File: src/rtl/mem_stage_ctrl.sv
// mem_stage_ctrl: memory-stage data-cache request control with stall, LL/SC link register and snoop invalidation
module mem_stage_ctrl #(
    parameter int WORD_W = 32
) (
    input  logic              CLK,
    input  logic              nRST,
    input  logic              ex_valid,
    input  logic              ex_dren,
    input  logic              ex_dwen,
    input  logic              ex_ll,
    input  logic              ex_sc,
    input  logic [WORD_W-1:0] ex_addr,
    input  logic [WORD_W-1:0] ex_store,
    input  logic              ex_halt,
    input  logic              flush,
    input  logic              dhit,
    input  logic [WORD_W-1:0] dmemload,
    input  logic              snoop_valid,
    input  logic [WORD_W-1:0] snoop_addr,
    output logic              dmemREN,
    output logic              dmemWEN,
    output logic [WORD_W-1:0] dmemaddr,
    output logic [WORD_W-1:0] dmemstore,
    output logic              mem_stall,
    output logic              wb_valid,
    output logic [WORD_W-1:0] wb_load,
    output logic              halt_out
);
    typedef enum logic [1:0] {IDLE, WAIT, HALTED} state_t;

    state_t            state, state_n;
    logic [WORD_W-1:0] req_addr, req_data, link_addr, link_addr_n;
    logic              req_rd, req_wr, req_ll, req_sc;
    logic              squash, squash_n, link_valid, link_valid_n;
    logic              snoop_kill, sc_ok, sc_fail, mem_op, issue, active, done;
    logic [WORD_W-1:0] c_addr, c_data;
    logic              c_rd, c_wr, c_ll, c_sc;
    logic              unused_ok;

    // Snoop on the linked word always beats an SC check made in the same cycle
    assign snoop_kill = snoop_valid & link_valid & (snoop_addr[WORD_W-1:2] == link_addr[WORD_W-1:2]);
    assign sc_ok      = link_valid & ~snoop_kill & (link_addr[WORD_W-1:2] == ex_addr[WORD_W-1:2]);
    assign sc_fail    = ex_valid & ex_sc & ~sc_ok;
    assign mem_op     = ex_valid & (ex_dren | ex_dwen) & ~sc_fail;
    assign halt_out   = (state == HALTED);
    assign unused_ok  = ^snoop_addr[1:0];

    // State register
    always_ff @(posedge CLK or negedge nRST) begin
        if (!nRST) state <= IDLE;
        else       state <= state_n;
    end

    // Next state, request drive and completion; c_* describe the request in flight this cycle
    always_comb begin
        state_n   = state;
        squash_n  = squash;
        issue     = 1'b0;
        done      = 1'b0;
        mem_stall = 1'b0;
        wb_valid  = 1'b0;
        c_addr    = req_addr;
        c_data    = req_data;
        c_rd      = req_rd;
        c_wr      = req_wr;
        c_ll      = req_ll;
        c_sc      = req_sc;
        case (state)
            IDLE: begin
                squash_n = 1'b0;
                if (ex_valid && !flush) begin
                    if (mem_op) begin
                        issue  = 1'b1;
                        c_addr = ex_addr;
                        c_data = ex_store;
                        c_rd   = ex_dren & ~ex_dwen;
                        c_wr   = ex_dwen;
                        c_ll   = ex_ll;
                        c_sc   = ex_sc;
                        if (dhit) begin
                            done     = 1'b1;
                            wb_valid = 1'b1;
                        end else begin
                            mem_stall = 1'b1;
                            state_n   = WAIT;
                        end
                    end else begin
                        wb_valid = 1'b1;
                        state_n  = ex_halt ? HALTED : IDLE;
                    end
                end
            end
            WAIT: begin
                mem_stall = ~dhit;
                squash_n  = dhit ? 1'b0 : (squash | flush);
                done      = dhit & ~squash & ~flush;
                wb_valid  = done;
                state_n   = dhit ? IDLE : WAIT;
            end
            HALTED: state_n = HALTED;
            default: state_n = IDLE;
        endcase
        active    = issue | (state == WAIT);
        dmemREN   = active & c_rd;
        dmemWEN   = active & c_wr;
        dmemaddr  = active ? c_addr : '0;
        dmemstore = (active & c_wr) ? c_data : '0;
        wb_load   = !done ? '0 : c_rd ? dmemload : c_sc ? WORD_W'(1) : '0;
    end

    // Link register update; an LL completing in the same cycle as a snoop keeps the new link
    always_comb begin
        link_valid_n = link_valid;
        link_addr_n  = link_addr;
        if (snoop_kill) link_valid_n = 1'b0;
        if (state == IDLE && ex_valid && !flush && sc_fail) link_valid_n = 1'b0;
        if (done && c_wr && (c_sc || c_addr[WORD_W-1:2] == link_addr[WORD_W-1:2])) link_valid_n = 1'b0;
        if (done && c_ll) begin
            link_valid_n = 1'b1;
            link_addr_n  = c_addr;
        end
    end

    // Request capture at issue, squash tracking and link state
    always_ff @(posedge CLK or negedge nRST) begin
        if (!nRST) begin
            req_addr   <= '0;
            req_data   <= '0;
            req_rd     <= 1'b0;
            req_wr     <= 1'b0;
            req_ll     <= 1'b0;
            req_sc     <= 1'b0;
            squash     <= 1'b0;
            link_valid <= 1'b0;
            link_addr  <= '0;
        end else begin
            if (issue) begin
                req_addr <= c_addr;
                req_data <= c_data;
                req_rd   <= c_rd;
                req_wr   <= c_wr;
                req_ll   <= c_ll;
                req_sc   <= c_sc;
            end
            squash     <= squash_n;
            link_valid <= link_valid_n;
            link_addr  <= link_addr_n;
        end
    end
endmodule

File: config.mk
export PLATFORM = sky130hd
export DESIGN_NAME = mem_stage_ctrl
export DESIGN_NICKNAME = d
export VERILOG_FILES = /design/src/rtl/mem_stage_ctrl.sv
export SDC_FILE = /design/constraint.sdc
export NUM_CORES = 1
export LEC_CHECK = 0
export ABC_AREA = 1
export CAP_MARGIN = 10
export CORE_MARGIN = 1
export CORE_UTILIZATION = 25
export DETAILED_ROUTE_END_ITERATION = 7
export PLACE_DENSITY_LB_ADDON = 0.08
export REMOVE_ABC_BUFFERS = 1
export SLEW_MARGIN = 10
export SYNTH_ARGS = -nofsm -noshare
export SYNTH_HDL_FRONTEND = slang
export SYNTH_SLANG_ARGS = --single-unit
File: constraint.sdc
create_clock -name CLK -period 3.85 [get_ports CLK]
set_input_delay 0.77 -clock CLK [delete_from_list [all_inputs] [get_ports CLK]]
set_output_delay 0.77 -clock CLK [all_outputs]
set_load 0.05 [all_outputs]
-- Word-level counts from Yosys, hierarchy flattened
Index checks and enable logic that the tools add are counted.
- register bits after elaboration: 104
- input bits: 139
- logic and storage cells: 102
- equality and inequality tests: 7
- multiplexer cells: 49
- bitwise logic cells: 23
- reduce and logical (&&, ||, !) cells: 13
- operators with widths (operator ; number):
    $mux W32 ; 10
    $eq A30 B30 Y1 ; 3
    $mux W1 ; 30
    $and A1 B1 Y1 ; 13
    $mux W2 ; 4
    $pmux W1 S2 ; 4
    $logic_and A1 B1 Y1 ; 7
    $not A1 Y1 ; 7
    $pmux W2 S3 ; 1
    $reduce_bool A4 Y1 ; 1
    $ne A3 B3 Y1 const B ; 1
    $or A1 B1 Y1 ; 3
    $eq A2 B1 Y1 const B ; 1
    $eq A2 B2 Y1 const B ; 1
    $logic_not A2 Y1 ; 1
    $ne A2 B2 Y1 const B ; 1
    $reduce_and A2 Y1 ; 1
    $reduce_bool A2 Y1 ; 1
    $logic_not A1 Y1 ; 1
    $logic_or A1 B1 Y1 ; 1

-- Logic depth before layout (Yosys ltp)
- word-level depth: 17
- depth in mapped cells: 27
- mapped depth without buffers: 26

-- Least setup slack after synthesis
No wires, ideal clock.
- kind: input to output
- from: input port ex_addr[22]
- to: output port wb_load[0]
- data arrival time: 3.430 ns
- setup slack: -0.350 ns
- stages on the path: 17
- path through: inv_1 nand2_1 nand2_1 nor2_1 nand2_1 nor2_1 nand2_1 nor2_1 nand3_2 nand2_4 nand3_4 buf_6 buf_6 or2_1 o21ai_2 inv_2 a211oi_1
- word-level cells in the longest chain between the ends: 12
- elaborated cells on any way between the ends: 18
- classes of those cells: eq/ne: 1; mux: 12; bitwise: 5
- RTL lines (what ; RTL line ; text):
    start: declaration ; 12 ; input logic [WORD_W-1:0] ex_addr,
    $eq A30 B30 Y1 (*) ; 42 ; assign sc_ok = link_valid & ~snoop_kill & (link_addr[WORD_W-1:2] == ex_addr[WORD_W-1:2]);
    $and A1 B1 Y1 (*) ; 42 ;
    $not A1 Y1 (*) ; 43 ; assign sc_fail = ex_valid & ex_sc & ~sc_ok;
    $and A1 B1 Y1 (*) ; 43 ;
    $not A1 Y1 (*) ; 44 ; assign mem_op = ex_valid & (ex_dren | ex_dwen) & ~sc_fail;
    $and A1 B1 Y1 (*) ; 44 ;
    $mux W1 ; 72 ; if (mem_op) begin
    $mux W1 ; 71 ; if (ex_valid && !flush) begin
    $mux W1 ; 68 ; case (state)
    $mux W1 ; 108 ; wb_load = !done ? '0 : c_rd ? dmemload : c_sc ? WORD_W'(1) : '0;
    $mux W32 ; 108 ;
    $mux W32 (*) ; 108 ;
    end: declaration ; 26 ; output logic [WORD_W-1:0] wb_load,
Every way passes the cells marked *; elsewhere a longest branch is shown, timed or not.

-- Worst setup path after layout
- from: input port snoop_addr[6]
- to: output port dmemstore[21]
- word-level cells in the longest chain between the ends: 15
- elaborated cells on any way between the ends: 21
- classes of those cells: eq/ne: 1; mux: 10; bitwise: 10
- RTL lines (what ; RTL line ; text):
    start: declaration ; 19 ; input logic [WORD_W-1:0] snoop_addr,
    $eq A30 B30 Y1 (*) ; 41 ; assign snoop_kill = snoop_valid & link_valid & (snoop_addr[WORD_W-1:2] == link_addr[WORD_W-1:2]);
    $and A1 B1 Y1 (*) ; 41 ;
    $not A1 Y1 (*) ; 42 ;
    $and A1 B1 Y1 (*) (2 in series) ; 42 ;
    $not A1 Y1 (*) ; 43 ;
    $and A1 B1 Y1 (*) ; 43 ;
    $not A1 Y1 (*) ; 44 ;
    $and A1 B1 Y1 (*) ; 44 ;
    $mux W1 ; 72 ;
    $mux W1 ; 71 ;
    $mux W1 ; 68 ;
    $or A1 B1 Y1 ; 103 ; active = issue | (state == WAIT);
    $and A1 B1 Y1 ; 107 ; dmemstore = (active & c_wr) ? c_data : '0;
    $mux W32 (*) ; 107 ;
    end: declaration ; 23 ; output logic [WORD_W-1:0] dmemstore,
Marked as above.

==> key figures <==
Floorplan
  • Die H: 163 µm
  • Die X: 163 µm
  • Area of the core: 25300 µm²
  • Num ports: 240
  • Initial core utilization: 25.6%
  • Die ar.: 26600 µm²
  • Core Rows: 58

Clock tree
  • Skew-Pair Late Insertion Delay: 0.36 ns
  • Max clock buf depth: 2
  • Clk slew on worst S/H paths: 0.08 ns
  • Clock root buffer: clkbuf_16
  • Num Clock Sinks: 102
  • H-tree Lvls: 3
  • Total CTS buffers: 9
  • CTS tree: yes

Power and ir drop
  • Int Pwr: 3.26 mW
  • Part of the power in the clock network: 19.2%
  • Combinational share of power: 49.2%
  • Power per cell area: 454 nW/µm²
  • Switching share of power: 39.5%
  • Sequential share of power: 31.6%
  • P_sw: 2.13 mW
  • VDD IR max: 0.000214 V
  • Leak: 5.92 nW

Yosys
  • Post-synthesis register bit count: 102
  • Complex-gate fraction of the synthesized area: 5.97%
  • Mapped Cells: 1000
  • Yosys warning count: 0
  • Area share of the largest cell type after synthesis: 39.3%
  • Syn Area/Cell: 6.49 µm²
  • Synth Area in XOR/XNOR: 1.89%
  • Register area share after synthesis: 39.3%
  • Area contributors post-synth: dfrtp_1 (39%), nand2_1 (27%), nor2_1 (4.7%), inv_1 (4.5%), nand4_1 (3.9%)
  • Post-Syn Area: 6490 µm²
  • Post-Synth Adder-Cell Area: 0%
  • Dominant cell type by area after synthesis: dfrtp_1
  • Mux cell area share after synthesis: 0%
  • Main combinational cell family by area after synthesis: simple AND/OR/NAND/NOR gates
  • Simple-gate area share of the yosys netlist: 43.0%
  • Count of cell types in the netlist: 29

Final layout
  • Fraction of layout cells with a size suffix above 1: 32.2%
  • Commonest non-fill, non-tap cell in the layout: nand2_1
  • Fin util: 46.8%
  • Most frequent cells in the layout: nand2_1 (452), buf_4 (191), dfrtp_1 (99)
  • Ant. Diodes: 0
  • Layout Cells excl Fill: 1727
  • Nets: 1531
  • Synthesis-to-layout area growth: 82.7%

Timing
  • Rel. slew slack: 66.6%
  • Final worst setup slack: 0.106 ns
  • Crit path time final: 3.74 ns
  • Fmax: 267 MHz
  • Hold Fails Final Rpt: 0
  • Crit share post-route: 97.2%
  • Finish-stage setup viols: 0
  • Fin Clk Skew: 0.0101 ns
  • RSZ-0062 raised after global routing: true
  • Fin Hold WS: 0.342 ns
  • Slew Limit Fails: 0
  • Worst-margin pin slew: 0.499 ns

Place
  • Inst Count DP: 1700
  • Gpl congestion: 0.813
  • DP Wirelength: 16.9 mm
  • Input/output buffers: 237
  • Place WS: -0.404 ns

Global routing
  • Initial antenna violation count: 0
  • Global route overflow: 0
  • First-pass GRT wire length: 38.7 mm
  • GRT Overall Usage: 18.8%
  • Vias in the first global route: 7102
  • Largest net degree at the start of global routing: 73

Critical path
  • WS Path Type: in -> out
  • Worst-path fanout max: 8
  • Delay-heaviest family, CP: simple AND/OR/NAND/NOR gates
  • Most common cell on crit path: buf_12
  • Slowest stage delay, CP: 0.18 ns
  • CP startpoint kind: input pin
  • Crit end category: primary output
  • CP Buf/Inv Count: 6
  • Worst endpoint required time: 3.08 ns
  • CP cell instances: clkdlybuf4s15_1, xnor2_1, nand2_1, nor2_2, nand2_2, nor2_1, nand2_1, nand3_2, nand2_4, nand3_4, or2_4, o21ai_4, buf_12, buf_12, buf_16, nor3b_4, buf_4, buf_12
  • Worst EP arrival: 2.97 ns
  • Slowest CP cell: nor3b_4

Detailed routing
  • Initial DRC Count: 374
  • Antenna viol nets, final: 0
  • Via count: 7455
  • Drt drc: 0
  • WL/cell: 14.3 µm
  • Routed wire length: 24.7 mm
  • Via density: 4.32
  • First drt pass iteration count: 4

Run
  • MaxCap Viol Count: 0

Min path
  • Min-delay worst type: in -> async

Outcome
  • Status: finished clean
cell usage after synthesis:
cell type and count:
nor2_2 1, nand3_2 1, nand2_4 1, nand3_4 1, inv_2 28, buf_4 7
xnor2_1 13, or2_2 1, a211oi_1 1, clkbuf_1 18, inv_1 77, nand2_2 1
a31oi_1 2, buf_2 13, o21ai_2 2, nand2_1 460, xor2_1 1, a21oi_1 34
o21ai_1 31, nor2_1 82, nand3_1 40, buf_6 5, nor3b_1 32, o22ai_1 1
or2_1 2, dfrtp_1 102, o21ai_0 2, a22o_1 1, nand4_1 40
cells by family after synthesis:
family / Yosys count
AND/OR/NAND/NOR: 662
buffers and inverters: 148
flip-flops: 102
AO/OA/AOI/OAI: 74
XOR/XNOR: 14
flip-flops by register name, indices dropped and copies added (netlist names):
signal      flops
req_addr       32
req_rd          1
req_wr          1
req_sc          1
squash          1
req_ll          1
link_valid      1
link_addr      30
req_data       32
state           2
power by group through the flow:
stage / combinational [mW] / sequential (mW) / clock (mW)
detailed placement: 2.39 / 1.71 / 0
finish: 2.65 / 1.71 / 1.03
global route: 2.95 / 1.76 / 1.10
floorplan: 1.34 / 1.66 / 0
CTS: 2.64 / 1.70 / 1.07
global placement: 2.38 / 1.71 / 0
metal layers:
layer / global-route usage (%) / share of wire [%] / vias up
met5: 0 / 0 / -
met4: 4.12 / 0.90 / 0
met3: 2.39 / 3.4 / 14
met2: 31.1 / 48 / 138
met1: 26.0 / 48 / 3388
li1: - / - / 3915
what timing repair did:
action                                  CTS  global route
gates resized for setup                 162           110
hold endpoints to repair                  0             0
buffers inserted                         13             4
pin swaps                                27            70
hold buffers                              0             0
endpoints found under the setup margin   99            97
gates cloned                              7             0
through the flow:
stage	cell area [µm²]	TNS, ns	power (mW)
final	11900	0	5.39
after global routing	11900	-0.0167	5.81
after CTS	11900	-0.000107	5.41
after detailed placement	11100	-32.14	4.11
after global placement	11100	-27.77	4.09
after floorplan	6250	-101.86	3.00
cell type report:
type                    count  area (µm²)
clock inverters             6        88.8
repair buffers            424        4580
inverters                 105         399
multi-input cells         750        3590
fillers                  2562       13500
flip-flops and latches    102        2560
clock buffers              10         239
well taps                 330         413
worst paths after layout:
check,slack [ns],to,start,cells after the start
worst max-delay path,0.11,dmemstore[21],snoop_addr[6],18
worst min-delay path,0.34,req_data[0],nRST,1
worst max register to register,0.72,link_valid,link_addr[16],26
worst min register to register,0.47,req_data[26],req_data[26],2
max in group asynchronous,2.70,link_addr[3],nRST,2
min in group CLK,0.47,req_data[26],req_data[26],2
No activity file was read; power rests on OpenSTA's default activity.
==> patch 1: new RTL, same settings <==
Set the parameter `WORD_W` to 48 (it was 32).
--- a/src/rtl/mem_stage_ctrl.sv
+++ b/src/rtl/mem_stage_ctrl.sv
@@ -1,5 +1,5 @@
 // mem_stage_ctrl: memory-stage data-cache request control with stall, LL/SC link register and snoop invalidation
 module mem_stage_ctrl #(
-    parameter int WORD_W = 32
+    parameter int WORD_W = 48
 ) (
     input  logic              CLK,
Interface: changed (7 resized); port bits go from 240 to 352. The function was not compared with the original's and may differ.
==> patch 1 against the original RTL <==
  * The flow now finishes with violations (negative setup slack)
  * Clock power rose by 63%
  * Setup slack got worse by 280 ps
  * Final area rose by 66%
  * Register-to-register slack got worse by 450 ps
  * Power rose by 64%
  * Synthesized cell count rose by 39%
  * Sequential cell count rose by 48
  * Area after synthesis rose by 44%
  * Wire length rose by 73%
  * Sequential share of layout area fell by 2.5 points
  * Fmax fell by 6.9%
  * Final cell count rose by 44%
  * Critical path type unchanged
==> patch 1: results <==
[pwr]
leakagePower_nw = 9.14
power_frac_clock = 0.190
peakVddDrop_v = 0.000351
p_int_mw = 5.33

[grt]
grt_util_met2 = 0.359
grt_pass1_wl_mm = 62.4
grt.met3_usage = 0.0340
track_usage = 0.212
use_met1 = 0.278

[placement]
port_buffers = 349
place_congestion = 0.798
place_inst = 2385
placed_cell_area_mm2 = 0.0161

[worst_setup_path]
slowest_delay_ps = 260
cp.arrival_ps = 3250
cpMaxStageDelayCell = dlygate4sd2_1
cp_top_family = buffers and inverters

[sta]
setup_viol = 126
setup_ws_ps = -171
skew_ps = 19.3

[cts]
cts_made_buffers = 17
post-cts-setup-buffers = 26
ctsResizeCount = 488
worstSkewPairLatency_ps = 450
htree_num_levels = 4

[route]
dr.pass1.iters = 4
num_vias = 11100
routed.top_layer = met5
met3_length_mm = 1.72
wire_per_inst_um = 17.1
wl_met1_mm = 19.1
drt_iter0_drc = 490

[final_layout]
reg.largest.list = req_addr x48, req_data x48, link_addr x46
layout.nets = 2206
drive_above_1_share = 0.392

[synth]
synth_common_cells = nand2_1, dfrtp_1, inv_1, nor2_1, nand3_1
synth_cell_type_count = 31
ys_seq_area_frac = 0.401
synth_area_leaders = dfrtp_1, nand2_1, xnor2_1
syn_area_per_cell_um2 = 6.75

[run_status]
violations = negative setup slack
status = finished, violations left
[patch 1: cell types whose count changed after synthesis, sizes merged, moves of 20 or more]
cell / delta
dfrtp: +48
nor2: +21
nand3: +20
nand2: +148
xnor2: +36
[patch 1: final timing paths]
kind,cells after the start,endpoint,start,slack (ps)
setup / recovery,19,dmemstore[21],ex_addr[42],-170
hold / removal,1,link_addr[41],nRST,360
setup reg to reg,27,link_valid,link_addr[43],270
hold reg to reg,2,req_data[18],req_data[18],460
max in group asynchronous,2,link_addr[28],nRST,2750
min in group CLK,2,req_data[18],req_data[18],460
[patch 1: kinds of logic (layout without fill, tap and decap cells)]
| family | after synthesis | in the layout | share of synthesized area |
|---|---|---|---|
| XOR/XNOR | 53 | 53 | 0.0496 |
| other | 0 | 7 | 0 |
| AND/OR/NAND/NOR | 884 | 884 | 0.405 |
| buffers and inverters | 193 | 823 | 0.0864 |
| flip-flops | 150 | 150 | 0.401 |
| AO/OA/AOI/OAI | 106 | 106 | 0.0580 |
[patch 1: per-stage QoR]
step / utilization / setup TNS [ps]
final: 0.537 / -13350
after global routing: 0.537 / -28190
after CTS: 0.497 / -11800
after detailed placement: 0.439 / -68270
after global placement: 0.439 / -74700
after floorplan: - / -598990
[patch 1: cell type report]
| type | count | area (um2) |
|---|---|---|
| Fill cell | 3392 | 17000 |
| Timing Repair Buffer | 663 | 7860 |
| Sequential cell | 150 | 3760 |
| Antenna cell | 7 | 17.5 |
| Tap cell | 468 | 586 |
| Multi-Input combinational cell | 1043 | 6390 |
| Timing Repair inverter | 2 | 28.8 |
| Inverter | 126 | 519 |
| Clock buffer | 19 | 443 |
| Clock inverter | 13 | 123 |
==> patch 2: new RTL, same flow settings <==
Without the edit above. Encoding of `state_t`: now one-hot (3 bits for 3 states).
--- a/src/rtl/mem_stage_ctrl.sv
+++ b/src/rtl/mem_stage_ctrl.sv
@@ -27,5 +27,5 @@
     output logic              halt_out
 );
-    typedef enum logic [1:0] {IDLE, WAIT, HALTED} state_t;
+    typedef enum logic [2:0] {IDLE = 3'b001, WAIT = 3'b010, HALTED = 3'b100} state_t;
 
     state_t            state, state_n;
Formal check against the unedited RTL: no difference found for any inputs over 4 cycles, from zero or initial values and one cycle with nRST low; so few cycles prove little.
==> patch 2 against the original RTL <==
  * The run now ends with negative setup slack left
  * Sequential share of layout area is 1.2 points lower
  * Largest power group unchanged
  * Sequential power is 12% higher
  * Die area increased by 1.8%
  * Wire length is 7.9% higher
  * Power grew 30%
  * Via count is 1.7% higher
  * Clock skew increased by 1.3 ps
  * Sequential cell count up 1
  * Non-clock buffer count is 23 lower
  * Setup slack lost 170 ps
  * Final area grew 6.9%
  * Area after synthesis is 1.8% higher
  * Critical path type unchanged
==> patch 2: results <==
[route]
num_vias = 7580
dr.pass1.iters = 4
wire_per_inst_um = 14.9
drcViolationCount = 0
drt_iter0_drc = 300

[placement]
dp_hpwl_mm = 18.7
placed_cell_area_mm2 = 0.0111
place_congestion = 0.827

[worst_setup_path]
r2r_cells = 30
worstReg2RegStart = link_addr[10]
cpMaxStageDelayCell = clkdlybuf4s50_1
cp.arrival_ps = 3150
cp-startpoint = ex_dwen
r2r_end = link_valid
crit_fanout = 8
slowest_delay_ps = 610
r2r_slack_ps = 450
cp_top_family = buffers and inverters
endpoint = dmemstore[17]

[grt]
grt_max_degree = 62
grt_pass1_wl_mm = 39.0
grt_pass1_vias = 7314
antenna_found_initial = 7
track_usage = 0.191

[pwr]
peakVddDrop_v = 0.000218
sw_frac_of_total = 0.421
leakagePower_nw = 6.52

[sta]
setup_ws_ps = -66.1
skew_ps = 11.4
slew_headroom = 0.513
setup_viol = 31
tns_ps = -944
timing.hold.ws_ps = 451

[cts]
htree_num_levels = 3
worstSkewPairLatency_ps = 360
cts_made_buffers = 9

[synth]
synth_async_sr_flop_share = 1.00
synth_cell_type_count = 32
synth_area_leaders = dfrtp_1, nand2_1, inv_1
ys_seq_area_frac = 0.390
synth_common_cells = nand2_1, inv_1, nor2_1, dfrtp_1, nand3_1

[final_layout]
drive_above_1_share = 0.357
layout.nets = 1580

[hold_path]
worstHoldPathType = input port to asynchronous set/reset pin

[run_status]
status = finished, violations left
violations = negative setup slack
==> patch 2: worst register-to-register path, delay by kind of cell, from the launching register on <==
family / cells / cell delay (ps)
compound gates: 1 / 120
flops: 1 / 410
simple gates: 20 / 1750
buf+inv: 9 / 990
==> patch 2: worst min path at each step <==
stage / to / cells past startpoint
after floorplan: req_data[0] / 2
after global placement: req_data[9] / 2
after detailed placement: req_data[11] / 2
after CTS: req_data[2] / 2
after global routing: link_addr[11] / 1
final: link_addr[11] / 1
==> patch 2: what timing repair did <==
| item | CTS | global route |
|---|---|---|
| endpoints found under the setup margin | 101 | 98 |
| gates resized for setup | 258 | 209 |
| pin swaps | 63 | 58 |
| setup buffers | 29 | 18 |
| gates cloned | 3 | 7 |
==> patch 2: through the flow <==
| step | utilization | cells | power, mW | worst slack [ps] |
|---|---|---|---|---|
| after detailed placement | 0.428 | 1743 | 5.23 | -450 |
| after global routing | 0.488 | 1782 | 7.55 | -196 |
| after CTS | 0.461 | 1776 | 6.52 | -62.3 |
| after floorplan | - | 1029 | 3.70 | -1530 |
| final | 0.488 | 1784 | 6.98 | -66.1 |
| after global placement | 0.428 | 1743 | 5.20 | -458 |
==> patch 2: kinds of logic after synthesis <==
group,Yosys count,share of synthesized area
buffers and inverters,228,0.138
AO/OA/AOI/OAI,48,0.0392
flip-flops,103,0.390
AND/OR/NAND/NOR,673,0.419
XOR/XNOR,11,0.0146
==> patch 2: cell type report <==
type	instances	area, um2
clock buffer	12	246
timing repair buffer	401	4690
tap	335	419
antenna	3	7.51
multi-input combinational	732	3950
fill	2558	13300
inverter	194	733
sequential	103	2580
clock inverter	4	45.0
==> patch 2: per-layer routing <==
metal | vias to the layer above | routed length [um] | track usage
li1 | 3924 | - | -
met1 | 3430 | 11500 | 0.240
met2 | 189 | 12600 | 0.303
met3 | 29 | 2140 | 0.0756
met4 | 8 | 384 | 0.0525
met5 | - | 50 | 0
==> patch 2: power by group through the flow <==
stage / registers, mW / logic [mW] / clock network (mW)
global route: 1.97 / 4.54 / 1.03
finish: 1.91 / 4.12 / 0.958
global placement: 1.90 / 3.31 / 0
floorplan: 1.84 / 1.86 / 0
detailed placement: 1.91 / 3.32 / 0
CTS: 1.90 / 3.63 / 0.995
